### src/rtl/dmem_pkg.sv
// Shared definitions for the byte-lane data memory: access-size encodings
// and the alignment rule used by both the memory and its lane steering.
package dmem_pkg;

    localparam logic [1:0] SZ_BYTE = 2'b00;
    localparam logic [1:0] SZ_HALF = 2'b01;
    localparam logic [1:0] SZ_WORD = 2'b10;

    // True when an access of the given size may start at the given byte lane.
    // The reserved size code is never aligned, so it is reported as misaligned.
    function automatic logic is_aligned(input logic [1:0] size, input logic [1:0] lane);
        logic ok;
        case (size)
            SZ_BYTE: ok = 1'b1;
            SZ_HALF: ok = ~lane[0];
            SZ_WORD: ok = (lane == 2'b00);
            default: ok = 1'b0;
        endcase
        return ok;
    endfunction

endpackage

### src/rtl/dmem_lane_align.sv
// Combinational byte-lane steering: byte enables and replicated store data
// on the write side, lane extraction and sign/zero extension on the read side.
module dmem_lane_align
    import dmem_pkg::*;
(
    input  logic [1:0]  i_size,
    input  logic [1:0]  i_lane,
    input  logic        i_sign_ext,
    input  logic [31:0] i_wd,
    input  logic [31:0] i_word,
    output logic [3:0]  o_be,
    output logic [31:0] o_wdata,
    output logic [31:0] o_ld_data
);

    logic [7:0]  w_byte;
    logic [15:0] w_half;

    // Store side: select the byte lanes to write and place the data in every lane.
    always_comb begin
        // NOTE: every output of a combinational block gets a default first so no path can infer a latch.
        o_be    = 4'b0000;
        o_wdata = i_wd;
        case (i_size)
            SZ_BYTE: begin
                o_be    = 4'b0001 << i_lane;
                o_wdata = {4{i_wd[7:0]}};
            end
            SZ_HALF: begin
                o_be    = i_lane[1] ? 4'b1100 : 4'b0011;
                o_wdata = {2{i_wd[15:0]}};
            end
            SZ_WORD: begin
                o_be    = 4'b1111;
                o_wdata = i_wd;
            end
            default: begin
                o_be    = 4'b0000;
                o_wdata = i_wd;
            end
        endcase
    end

    // Load side: pick the addressed lane(s) from the word and extend to 32 bits.
    always_comb begin
        w_byte    = i_word[8*i_lane +: 8];
        w_half    = i_lane[1] ? i_word[31:16] : i_word[15:0];
        o_ld_data = i_word;
        case (i_size)
            SZ_BYTE: o_ld_data = {{24{w_byte[7] & i_sign_ext}}, w_byte};
            SZ_HALF: o_ld_data = {{16{w_half[15] & i_sign_ext}}, w_half};
            default: o_ld_data = i_word;
        endcase
    end

endmodule

### src/rtl/datamem_bytelane.sv
// MEM-stage data memory with byte/half/word access, 1-cycle registered loads,
// suppression of misaligned and out-of-range requests, and a sticky error flag.
module datamem_bytelane
    import dmem_pkg::*;
#(
    parameter int DEPTH        = 64,
    parameter int ADDR_W       = 32,
    parameter int INIT_PATTERN = 1
) (
    input  logic              clk,
    input  logic              rst_n,
    input  logic              WE,
    input  logic              memread,
    input  logic [1:0]        size,
    input  logic              sign_ext,
    input  logic [ADDR_W-1:0] A,
    input  logic [31:0]       WD,
    input  logic              err_clr,
    output logic [31:0]       RD,
    output logic              rd_valid,
    output logic              misalign,
    output logic              oob,
    output logic              err_sticky
);

    localparam int IDX_W = $clog2(DEPTH);

    logic [IDX_W-1:0] w_idx;
    logic [1:0]       w_lane;
    logic             w_req;
    logic             w_oob_addr;
    logic             w_misalign;
    logic             w_oob;
    logic             w_fault;
    logic [3:0]       w_be;
    logic [31:0]      w_wdata;
    logic [31:0]      w_ld_data;
    logic [31:0]      w_words [DEPTH];

    assign w_idx  = A[IDX_W+1:2];
    assign w_lane = A[1:0];
    assign w_req  = WE | memread;

    // Any address bit above the word index makes the access out of range.
    generate
        if (ADDR_W > IDX_W + 2) begin : g_hi_bits
            assign w_oob_addr = |A[ADDR_W-1:IDX_W+2];
        end else begin : g_no_hi_bits
            assign w_oob_addr = 1'b0;
        end
    endgenerate

    assign w_misalign = w_req & ~is_aligned(size, w_lane);
    assign w_oob      = w_req & w_oob_addr;
    assign w_fault    = w_misalign | w_oob;

    dmem_lane_align u_align (
        .i_size     (size),
        .i_lane     (w_lane),
        .i_sign_ext (sign_ext),
        .i_wd       (WD),
        .i_word     (w_words[w_idx]),
        .o_be       (w_be),
        .o_wdata    (w_wdata),
        .o_ld_data  (w_ld_data)
    );

    // One storage word per index, preloaded with either its index or zero.
    for (genvar gi = 0; gi < DEPTH; gi++) begin : g_word
        logic [31:0] r_word = (INIT_PATTERN != 0) ? 32'(gi) : 32'd0;

        // Byte-lane write of this word on a legal store addressed to it.
        // NOTE: the storage has no reset branch; reset must leave memory contents intact.
        always_ff @(posedge clk) begin
            if (WE && !w_fault && (w_idx == IDX_W'(gi))) begin
                for (int b = 0; b < 4; b++) begin
                    if (w_be[b]) begin
                        r_word[8*b +: 8] <= w_wdata[8*b +: 8];
                    end
                end
            end
        end

        assign w_words[gi] = r_word;
    end

    // Registered load result with a one-cycle valid strobe; read-first against a same-cycle store.
    always_ff @(posedge clk or negedge rst_n) begin
        if (!rst_n) begin
            RD       <= 32'd0;
            rd_valid <= 1'b0;
        end else begin
            // NOTE: state registers use non-blocking assignment so every flop samples pre-edge values.
            rd_valid <= memread & ~w_fault;
            if (memread && !w_fault) begin
                RD <= w_ld_data;
            end
        end
    end

    // Error pulses for the cycle after a faulty request; sticky flag where set beats clear.
    always_ff @(posedge clk or negedge rst_n) begin
        if (!rst_n) begin
            misalign   <= 1'b0;
            oob        <= 1'b0;
            err_sticky <= 1'b0;
        end else begin
            misalign <= w_misalign;
            oob      <= w_oob;
            if (w_fault) begin
                err_sticky <= 1'b1;
            end else if (err_clr) begin
                err_sticky <= 1'b0;
            end
        end
    end

endmodule

### config.mk
export PLATFORM = sky130hd
export DESIGN_NAME = datamem_bytelane
export DESIGN_NICKNAME = d
export VERILOG_FILES = /design/src/rtl/dmem_pkg.sv /design/src/rtl/dmem_lane_align.sv /design/src/rtl/datamem_bytelane.sv
export SDC_FILE = /design/constraint.sdc
export NUM_CORES = 2
export LEC_CHECK = 0
export CAP_MARGIN = 5
export CORE_AREA = 2 2 464 512
export DETAILED_ROUTE_END_ITERATION = 6
export DIE_AREA = 0 0 466 514
export HOLD_SLACK_MARGIN = 0.1
export PLACE_DENSITY = 0.5
export RECOVER_POWER = 100
export SLEW_MARGIN = 20
export SYNTH_ARGS = -nofsm -noshare
export SYNTH_HDL_FRONTEND = slang
export SYNTH_SLANG_ARGS = --single-unit
### constraint.sdc
create_clock -name clk -period 2.5 [get_ports clk]
set_clock_uncertainty 0.1 [all_clocks]
set_input_delay 0.375 -clock clk [delete_from_list [all_inputs] [get_ports clk]]
set_output_delay 0.375 -clock clk [all_outputs]
set_load 0.01 [all_outputs]
==> impl_metrics.ini <==
[yosys]
yosys.area_share.simple = 0.0292
ys_warn_count = 0
synth-edff-count = 2048
netlist_area_sq_mm = 0.0817
synth_flop_cell = edfxtp_1
ys_types = 48
synth.area.mux_share = 0.173
ys_seq_area_frac = 0.764
synth.most_common_cell = edfxtp_1
synthXorXnorAreaFrac = 0
syn_area_per_cell_sq_um = 21.1
synth_top_family_by_area = multiplexers
synthAdderAreaFrac = 0
synth.top_cell.area_share = 0.753
synthCells = 3861
ys_ff_latch = 2084
synth_common_cells = edfxtp_1, mux4_2, nor2_1
synth-compound-area-share = 0.0203
synth_area_leaders = edfxtp_1, mux4_2, mux2i_1
synth_largest_area_cell = edfxtp_1
synth_fp_nets = 3933
async_flop_share = 0.0173

[timing]
setup_viol = 2799
worst_slack_ns = -0.496
slew_viol_final = 11
hold_viol_final = 0
holdWs_ns = 0.224
tightest_slew_ns = 1.57
slew-limit-headroom = -0.0471
fin_crit_ns = 3.00
post-route-period-util = 1.20
max_freq_mhz = 334
rsz0062_at_grt = true

[global_routing]
grt.total_usage = 0.201
grt_overflow = 0
antenna_found_initial = 10
grt_pass1_vias = 44200
gr-max-usage-layer = met2
met2_usage = 0.346
grt_first_pass_wirelength_um = 341000
grt_max_degree = 65
globalRouteMet1Util = 0.261
use_met3 = 0.0264

[die]
row_count = 187
dieArea_sq_mm = 0.240
die_y_um = 514
dieWidth_um = 466
coreArea_sq_mm = 0.235
ios = 108
initial_core_util = 0.348

[run_status]
status = complete, but fails checks
violations = capacitance limit, slew limit, setup timing

[final_layout]
fin_util = 0.442
fin_area_sq_mm = 0.104
layout-drive-gt1-share = 0.390
layout.nets = 4886
area_growth_pct = 27.0

[job]
maxCapViolCount = 1

[cts]
cts.sinks = 2084
clockRootBuffer = clkbuf_16
clkTransAtPathRegs_ns = 0.06
insertion_delay_ns = 0.88
clockBufferDepth = 3
cts_buffers = 213
tritoncts = yes
htreeDepth = 4

[detailed_routing]
drt_iter0_drc = 3866
totalWireLength_um = 241000
drtAntennaViolNets = 0
routed_via_density = 5.23
drc = 0
wire_per_inst_um = 29.6
num_vias = 42500
first_pass_iters = 7

[setup_path]
cp_data_required_time_ns = 3.21
worst_path_largest_cell_delay_ns = 0.81
start_kind = primary input
critical_path.max_fanout = 29
cp_top_family = buffers and inverters
worst-path-buf-inv = 6
crit_type = in -> reg
crit_top_cell = buf_4
cp.arrival_ns = 3.71
slowest_stage = nor3_1
worst_setup_path_end_kind = flip-flop
path_cells = dlygate4sd3_1 -> clkbuf_1 -> clkbuf_2 -> inv_1 -> nand3_1 -> nor3_1 -> buf_4 -> buf_4 -> a21oi_1 -> nand4_1 -> o22a_1

[placed_design]
port_buffers = 107
gp_congestion = 0.847
place_ws_ns = -1.35
dpl.hpwl_um = 165000
placed_cell_area_sq_mm = 0.0962

[power]
vdd_drop_max_mv = 0.747
pwr_density_cell_mw_per_mm2 = 744
p_leak_nw = 33.7

[worst_hold_path]
hold_path_class = in -> reg
-- final timing paths --
kind / from / to / depth (start not counted) / slack [ns]
max in group asynchronous: rst_n / RD[19]$_DFFE_PN0P_ / 4 / 0.34
hold / removal: WE / misalign$_DFF_PN0_ / 4 / 0.22
min in group asynchronous: rst_n / rd_valid$_DFF_PN0_ / 4 / 0.86
setup reg to reg: g_word[2].r_word[31]$_DFFE_PP_ / RD[29]$_DFFE_PN0P_ / 11 / -0.49
setup / recovery: size[1] / RD[2]$_DFFE_PN0P_ / 11 / -0.50
hold reg to reg: RD[22]$_DFFE_PN0P_ / RD[22]$_DFFE_PN0P_ / 2 / 0.42
-- worst min-delay path, stage by stage --
cell             delay, ns
clkdlybuf4s50_1       0.42
nor2_1                0.15
nor3_1                0.09
buf_4                 0.13
-- per-layer routing --
layer	wire, um	share of wire	vias to the layer above
li1	-	-	18100
met1	97600	0.41	23000
met2	124000	0.51	1147
met3	10800	0.045	320
met4	8610	0.036	0
met5	0	0	-
-- sequential cells by signal (all words and copies together) (netlist names) --
signal / count
RD: 32
rd_valid: 1
err_sticky: 1
g_word.r_word: 2048
misalign: 1
oob: 1
-- through the flow --
stage                     power (mW)  cells   TNS, ns
after detailed placement        45.7   7707  -1469.95
after global routing            79.5   8134   -676.15
after global placement          45.7   7707  -1485.74
after floorplan                 42.2   3861   -606.41
final                           77.2   8140   -495.96
after CTS                       78.1   8121    -13.81
-- cells by family (layout without fill, tap and decap cells) --
family | Yosys count | after routing
flops | 2084 | 2084
mux | 741 | 741
simple gates | 564 | 564
compound gates | 240 | 240
buf+inv | 232 | 1372
other cells | 0 | 21
-- report_power, final --
group	internal, mW	total, mW	switching, mW
combinational	2.51	5.90	3.39
clock	18.4	32.3	13.8
sequential	38.8	39.0	0.252
total	59.7	77.2	17.5
-- cell type report --
class	instances	area [sq um]
Multi-Input combinational cell	1545	19400
Clock buffer	259	5570
Inverter	6	30.0
Antenna cell	21	52.6
Timing Repair Buffer	964	10800
Sequential cell	2084	62400
Fill cell	20100	131000
Tap cell	3118	3900
Clock inverter	143	1540
-- timing repair --
action,CTS,global route
gates resized for setup,103,46
setup buffers,1,1
endpoints found under the hold margin,102,0
hold buffers,11,0
cloned,1,0
endpoints found under the setup margin,42,120
pin swaps,29,19
-- layout by cell type, fill, tap and decap left out, drive strengths merged, types with 4 or more instances in the layout --
| cell type | count |
|---|---|
| nand2 | 149 |
| mux2 | 17 |
| inv | 17 |
| nor3 | 44 |
| diode | 21 |
| dlygate4sd2 | 5 |
| clkinvlp | 13 |
| a22oi | 97 |
| mux2i | 189 |
| a32o | 4 |
| edfxtp | 2048 |
| a22o | 7 |
| mux4 | 535 |
| a21oi | 40 |
| and3 | 10 |
| o21a | 7 |
| bufinv | 24 |
| nor2b | 8 |
| o211ai | 14 |
| nor2 | 264 |
| clkdlybuf4s50 | 59 |
| dfrtp | 36 |
| o21ai | 44 |
| nand2b | 5 |
| nor4 | 7 |
| nand4 | 12 |
| and2 | 6 |
| clkbuf | 295 |
| dlygate4sd3 | 39 |
| nand3 | 52 |
| a221oi | 5 |
| clkinv | 95 |
| buf | 824 |
| a211oi | 4 |
| o2111ai | 5 |
Note: power is estimated with default switching activity, not from simulation.
